--- src/rtl/im_fold_fetcher.sv ---
// im_fold_fetcher: streams NUM_FOLDS item-memory slices
// into a 2-entry FIFO behind a valid/ready handshake.
module im_fold_fetcher #(
  parameter int FOLD_WIDTH      = 500,
  parameter int SRAM_ADDR_WIDTH = 6,
  parameter int NUM_FOLDS       = 20,
  localparam int IW = $clog2(NUM_FOLDS),
  localparam int CW = $clog2(NUM_FOLDS + 1)
) (
  input  logic                       clk,
  input  logic                       rst_n,
  input  logic                       start_valid,
  output logic                       start_ready,
  input  logic [SRAM_ADDR_WIDTH-1:0] start_base,
  output logic [SRAM_ADDR_WIDTH-1:0] im_addr,
  input  logic [FOLD_WIDTH-1:0]      im_dout,
  output logic                       fold_valid,
  input  logic                       fold_ready,
  output logic [FOLD_WIDTH-1:0]      fold_data,
  output logic [IW-1:0]              fold_idx,
  output logic                       fold_last,
  output logic                       busy
);

  typedef enum logic [1:0] {
    IDLE,
    FETCH,
    DRAIN
  } state_t;

  state_t state, state_nxt;

  logic [SRAM_ADDR_WIDTH-1:0] base;
  logic [CW-1:0]              iss;
  logic                       a_v;
  logic [IW-1:0]              a_idx;
  logic                       d_v;
  logic [IW-1:0]              d_idx;
  logic [1:0]                 cnt;
  logic [FOLD_WIDTH-1:0]      h_data;
  logic [FOLD_WIDTH-1:0]      t_data;
  logic [IW-1:0]              h_idx;
  logic [IW-1:0]              t_idx;

  logic       accept;
  logic       pop;
  logic       cap;
  logic       a_left;
  logic       issue;
  logic [1:0] cnt_after;

  assign start_ready = (state == IDLE);
  assign busy        = (state != IDLE);
  assign fold_valid  = (cnt != 2'd0);
  assign fold_data   = h_data;
  assign fold_idx    = h_idx;
  assign fold_last   = fold_valid &&
                       (h_idx == IW'(NUM_FOLDS - 1));

  // A held im_addr re-reads the same word, so a fold
  // dropped on a full FIFO is simply captured again later.
  // Only advance the address when the fold leaving the
  // address stage is sure to find room next cycle.
  always_comb begin
    accept    = start_valid && (state == IDLE);
    pop       = fold_valid && fold_ready;
    cap       = d_v && ((cnt != 2'd2) || pop);
    a_left    = a_v && !(cap && (a_idx == d_idx));
    cnt_after = cnt - {1'b0, pop} + {1'b0, cap};
    issue     = (state == FETCH) &&
                (iss != CW'(NUM_FOLDS)) &&
                (!a_left || (cnt_after != 2'd2));
  end

  // State register.
  always_ff @(posedge clk or negedge rst_n) begin
    if (!rst_n) state <= IDLE;
    else        state <= state_nxt;
  end

  // Next-state decode.
  always_comb begin
    state_nxt = state;
    unique case (state)
      IDLE:  if (accept) state_nxt = FETCH;
      FETCH: if (issue && (iss == CW'(NUM_FOLDS - 1)))
               state_nxt = DRAIN;
      DRAIN: if (pop && fold_last) state_nxt = IDLE;
      default: state_nxt = IDLE;
    endcase
  end

  // Address issue and read-pipeline tracking.
  always_ff @(posedge clk or negedge rst_n) begin
    if (!rst_n) begin
      base    <= '0;
      im_addr <= '0;
      iss     <= '0;
      a_v     <= 1'b0;
      a_idx   <= '0;
      d_v     <= 1'b0;
      d_idx   <= '0;
    end else begin
      d_v   <= a_left;
      d_idx <= a_idx;
      if (accept) begin
        base    <= start_base;
        im_addr <= start_base;
        iss     <= CW'(1);
        a_v     <= 1'b1;
        a_idx   <= '0;
      end else if (issue) begin
        im_addr <= base + SRAM_ADDR_WIDTH'(iss);
        iss     <= iss + CW'(1);
        a_v     <= 1'b1;
        a_idx   <= iss[IW-1:0];
      end else begin
        a_v     <= a_left;
      end
    end
  end

  // Two-entry FIFO: head feeds the output port.
  always_ff @(posedge clk or negedge rst_n) begin
    if (!rst_n) begin
      cnt    <= '0;
      h_data <= '0;
      h_idx  <= '0;
      t_data <= '0;
      t_idx  <= '0;
    end else begin
      cnt <= cnt_after;
      if (pop) begin
        if (cnt == 2'd2) begin
          h_data <= t_data;
          h_idx  <= t_idx;
          if (cap) begin
            t_data <= im_dout;
            t_idx  <= d_idx;
          end
        end else if (cap) begin
          h_data <= im_dout;
          h_idx  <= d_idx;
        end
      end else if (cap) begin
        if (cnt == 2'd0) begin
          h_data <= im_dout;
          h_idx  <= d_idx;
        end else begin
          t_data <= im_dout;
          t_idx  <= d_idx;
        end
      end
    end
  end

endmodule

--- config.mk ---
export PLATFORM = sky130hd
export DESIGN_NAME = im_fold_fetcher
export DESIGN_NICKNAME = d
export VERILOG_FILES = /design/src/rtl/im_fold_fetcher.sv
export SDC_FILE = /design/constraint.sdc
export NUM_CORES = 2
export LEC_CHECK = 0
export BUFFER_PORTS_ARGS = -buffer_cell sky130_fd_sc_hd__buf_4
export CAP_MARGIN = 20
export CORE_AREA = 10 10 395 397
export CTS_BUF_LIST = sky130_fd_sc_hd__clkbuf_2 sky130_fd_sc_hd__clkbuf_4 sky130_fd_sc_hd__clkbuf_8
export DETAILED_ROUTE_END_ITERATION = 6
export DIE_AREA = 0 0 405 407
export GPL_ROUTABILITY_DRIVEN = 0
export PLACE_DENSITY = 0.58
export RECOVER_POWER = 100
export SLEW_MARGIN = 10
export SYNTH_ARGS = -nofsm -noshare
export SYNTH_HDL_FRONTEND = slang
export SYNTH_SLANG_ARGS = --single-unit
--- constraint.sdc ---
create_clock -name clk -period 7.07 [get_ports clk]
set_input_delay 1.0605 -clock clk [delete_from_list [all_inputs] [get_ports clk]]
set_output_delay 1.0605 -clock clk [all_outputs]
set_load 0.02 [all_outputs]
### Yosys cells after proc, flatten, opt, wreduce, memory -nomap -nowiden

Cells that the tools add are included.
W data, S select, Z words.

* flip-flop bits (word level): 1043
* latch bits: 0
* memory bits (writable): 0
* bits in read-only memories: 0
* input bits: 510
* logic and storage cells: 87
* memories kept: 0

* $add $sub $neg: 4
* multiply operators: 0
* div/mod/pow operators: 0
* magnitude comparators: 0
* equality and inequality tests: 15
* shifts and indexed selects: 0
* mux-type cells: 30
* bitwise operators: 0
* reductions and logical operators: 25

Operator list (number)
* $mux W500: 9
* $mux W5: 13
* $mux W6: 2
* $reduce_bool A2 Y1: 6
* $eq A5 B5 Y1 const B: 2
* $logic_and A1 B1 Y1: 10
* $ne A2 B2 Y1 const B: 5
* $add A6 B5 Y6: 1
* $mux W2: 3
* $ne A2 B1 Y1 const B: 3
* $pmux W2 S3: 1
* $reduce_and A3 Y1: 2
* $add A5 B1 Y5 const B: 1
* $eq A5 B5 Y1: 1
* $ne A5 B5 Y1 const B: 1
* $eq A2 B2 Y1 const B: 2
* $logic_not A2 Y1: 2
* $reduce_and A4 Y1: 1
* $add A2 B1 Y2: 1
* $eq A2 B1 Y1 const B: 1
* $logic_not A1 Y1: 2
* $logic_or A1 B1 Y1: 2
* $mux W1: 2
* $sub A2 B1 Y2: 1

### Longest topological paths before layout

* depth in word-level cells: 13
* mapped depth: 13

### Worst setup path after synthesis

OpenSTA, ideal clock, no wires.

* path kind: input port to flip-flop
* start: in fold_ready
* end: reg im_addr[5]
* setup time: 0.134 ns
* arrival time: 3.073 ns
* required time: 6.936 ns
* slack: 3.862 ns
* stages: 10
* cells stage by stage: o31ai_1 ha_1 inv_1 ha_1 xor3_1 and3b_1 o31a_4 buf_6 a311oi_1 o21ai_0

* elaborated cells on any way between the ends: 13

RTL lines
* from (decl): line 18 `input logic fold_ready,`
* $logic_and A1 B1 Y1 *: line 66 `pop = fold_valid && fold_ready;`
* branches (longest 2 deep; another with $sub A2 B1 Y2)
* $add A2 B1 Y2 *: line 69 `cnt_after = cnt - {1'b0, pop} + {1'b0, cap};`
* named net cnt_after[1]: line 50 `logic [1:0] cnt_after;`
* $ne A2 B2 Y1 *: line 72 `(!a_left || (cnt_after != 2'd2));`
* $logic_or A1 B1 Y1 *: line 72
* $logic_and A1 B1 Y1 *: line 71 `(iss != CW'(NUM_FOLDS)) &&`
* $reduce_bool A2 Y1 (no line) *
* to (signal assigned): line 108 `im_addr <= start_base;`
* to (signal assigned): line 113 `im_addr <= base + SRAM_ADDR_WIDTH'(iss);`
* to (decl): line 15 `output logic [SRAM_ADDR_WIDTH-1:0] im_addr,`

Mark *: on every way through the listed nets, which the timed path passes.
A chain may end at the register's enable or synchronous reset.

### Final worst setup path

* start: reg cnt[0]
* end: reg t_data[74]

* longest elaborated chain between the ends: 6
* elaborated cells on any way between the ends: 13

RTL lines
* from (decl): line 39 `logic [1:0] cnt;`
* from (signal assigned): line 132 `cnt <= cnt_after;`
* $reduce_bool A2 Y1: line 54 `assign fold_valid = (cnt != 2'd0);`
* $logic_and A1 B1 Y1: line 66
* $logic_or A1 B1 Y1: line 67 `cap = d_v && ((cnt != 2'd2) || pop);`
* $logic_and A1 B1 Y1: line 67
* $ne A2 B2 Y1 (no line) or $reduce_bool A2 Y1 (tied branches)
* $reduce_and A4 Y1 (no line)
* to (signal assigned): line 138 `t_data <= im_dout;`
* to (signal assigned): line 150 `t_data <= im_dout;`
* to (decl): line 41 `logic [FOLD_WIDTH-1:0] t_data;`

Parallel ways exist; a longest one is shown, timed or not.

==> qor.yml <==
status: "complete, but fails checks"
violations: "max-capacitance violations, max-slew violations"
reg2reg_slack_ps: 2490
vias: 33200
fin_skew_ps: 42.2
ant_nets: 0
clock_tree.buffer_depth: 3
syn_area_per_cell_um2: 10.8
end_kind: "flip-flop"
ys_types: 48
p_leak_nw: 26.7
multi_input_area_um2: 15400
yosysTopAreaCell: "dfrtp_1"
synth_top_area_share_pct: 60.5
ctsHtreeMaxLevel: 4
synth_area_um2: 43100
clkLatencyLatePin_ps: 900
fin_nets: 5490
dp_hpwl_um: 109000
min_period_over_period_pct: 64.8
seqCellArea_um2: 26100
hold_buffers: 0
grtUsageMet2_pct: 28.7
drc_errors: 0
clock-sinks: 1043
setup_viol: 0
final.fill_count: 15000
ys_ff_latch: 1043
arrival_ps: 5350
fin_tns_setup_ps: 0
drv_cap: 13
numCtsBuffers: 180
row_count: 141
cts_resized: 0
slew_viol_final: 743
cp_max_fo: 57
synth_cells: 3990
port_buffers: 1024
overflow: 0
antenna_found_initial: 34
relSlewSlack_pct: -159
max_freq_mhz: 218
timing.hold.ws_ps: 179
synth_fp_nets: 4511
start_kind: "flip-flop"
wirelength_um: 153000
busiest_layer: "met2"
rsz0062_at_grt: "no"
slowest_stage: "nor2_1"
dieHeight_um: 407
hold_viol: 0
grt_use_met3_pct: 6.46
coreArea_um2: 147000
path_class: "flip-flop to flip-flop"
tightest_slew_ps: 3880
viasPerCell: 4.70
grt_pass1_wl_um: 220000
dieArea_um2: 165000
crit_chain: "or2_2 > nand2_1 > ha_1 > nor2_1 > clkbuf_2 > mux2_2"
synthTopCellsByArea: "dfrtp_1, mux2_2, nand2_1"
post_drt_wl_per_cell_um: 21.6
power_density_nw_per_um2: 230
grt_pass1_vias: 33000
clk_pin_slew_ps: 60
die_w_um: 405
cts_root_buffer: "clkbuf_8"
grt_usage_pct: 17.6
area.growth.synth_to_final_pct: 26.2
drt_iter0_drc: 2273
tritoncts: "done"
start_util_pct: 29.2
cp.required_ps: 7840
layout-drive-gt1-share_pct: 27.2
min_period_ps: 4580
hold_path_class: "primary input to async pin"
grt_max_degree: 189
ys_seq_area_share_pct: 60.5
ir_drop_mv: 0.156
first_pass_iters: 5
ios: 1025
ys_warn_count: 0
grt_use_met1_pct: 21.0
crit_path_max_incr_delay_ps: 1510
cts_setup_buffers: 0
final timing paths:
kind | startpoint | to | cells after the start
setup / recovery | cnt[0] | t_data[74] | 6
hold / removal | rst_n | fold_data[43] | 1
setup reg to reg | cnt[0] | t_data[74] | 6
hold reg to reg | a_idx[4] | d_idx[4] | 0
max in group asynchronous | rst_n | fold_data[422] | 2
min in group clk | im_dout[87] | t_data[87] | 2
area by class of cell:
type,count,area share [%]
diodes,25,0.115
inverters,8,0.0552
repair buffers,1081,11.6
flip-flops and latches,1043,48.0
well taps,1930,4.44
clock buffers,297,6.75
multi-input cells,2655,28.3
clock inverters,30,0.690
where the power goes:
group / total [mW] / internal [mW] / switching [mW]
logic: 0.456 / 0.208 / 0.248
clock network: 6.11 / 3.49 / 2.62
registers: 5.97 / 5.97 / 0
total: 12.5 / 9.67 / 2.87
layer usage:
metal | up-vias | wire length, um
met5 | - | 84
met4 | 12 | 4370
met3 | 229 | 13000
met2 | 995 | 73900
met1 | 16500 | 61500
li1 | 15500 | -
critical path: cells and delay by family (launching register included):
family                   cells  cell delay [ps]
AND/OR/NAND/NOR              3             1810
buffers and inverters        1             1410
flip-flops                   1              510
multiplexers                 1              440
adder cells (fa/ha/maj)      1              200
state kept, by name (all words and copies together), names as in the netlist:
| register | flops |
|---|---|
| a_idx | 5 |
| a_v | 1 |
| base | 6 |
| cnt | 2 |
| d_idx | 5 |
| d_v | 1 |
| fold_data | 500 |
| fold_idx | 5 |
| im_addr | 6 |
| iss | 5 |
| state | 2 |
| t_data | 500 |
| t_idx | 5 |
stage by stage:
stage / area [um2] / total power [mW] / setup WS [ps] / instances / util [%]
2_1_floorplan: 43100 / 6.14 / 3860 / 3990 / -
3_3_place_gp: 52300 / 6.54 / 3130 / 6716 / 35.5
3_5_place_dp: 52400 / 6.55 / 3120 / 6717 / 35.5
4_1_cts: 56400 / 12.7 / 3700 / 7044 / 38.2
5_1_grt: 54400 / 13.0 / 1940 / 7069 / 36.9
6_report: 54400 / 12.5 / 2490 / 7069 / 36.9
cell families (layout without fill, tap and decap cells):
family	count (synthesis)	in the layout	synth area share, %
mux	509	509	13.3
compound gates	541	541	7.93
other cells	0	25	0
simple gates	1584	1584	14.0
flops	1043	1043	60.5
fa+ha+maj	11	11	0.337
buf+inv	292	1416	3.69
xor+xnor	10	10	0.238
cell usage after synthesis, drive strengths merged:
cell	count
ha	10
xnor2	7
o21bai	1
dfrtp	1043
nor3	1
and2	1
a311oi	1
mux2i	3
o31ai	7
a21boi	1
inv	8
or3	3
clkbuf	134
nand4	2
or2b	2
nor2b	3
buf	150
a21o	1
nor4	1
nand3	8
o211ai	1
and3	2
a31oi	507
a211oi	1
a21oi	4
o31a	2
nand2b	3
nand2	1036
nor2	518
xor2	2
and3b	1
a2bb2oi	1
or2	2
nand4b	1
o21ai	11
a31o	3
fa	1
mux2	506
xor3	1
cell usage in the layout, fill, tap and decap left out, types with 25 or more instances in the layout:
cell / netlist / final
diode_2: 0 / 25
a31oi_1: 507 / 507
dfrtp_1: 1043 / 1043
nor2_1: 515 / 517
mux2_2: 506 / 505
buf_4: 6 / 532
clkbuf_4: 0 / 66
clkbuf_8: 2 / 231
clkbuf_1: 132 / 529
nand2_1: 1036 / 1036
No activity file was read; power rests on OpenSTA's default activity.
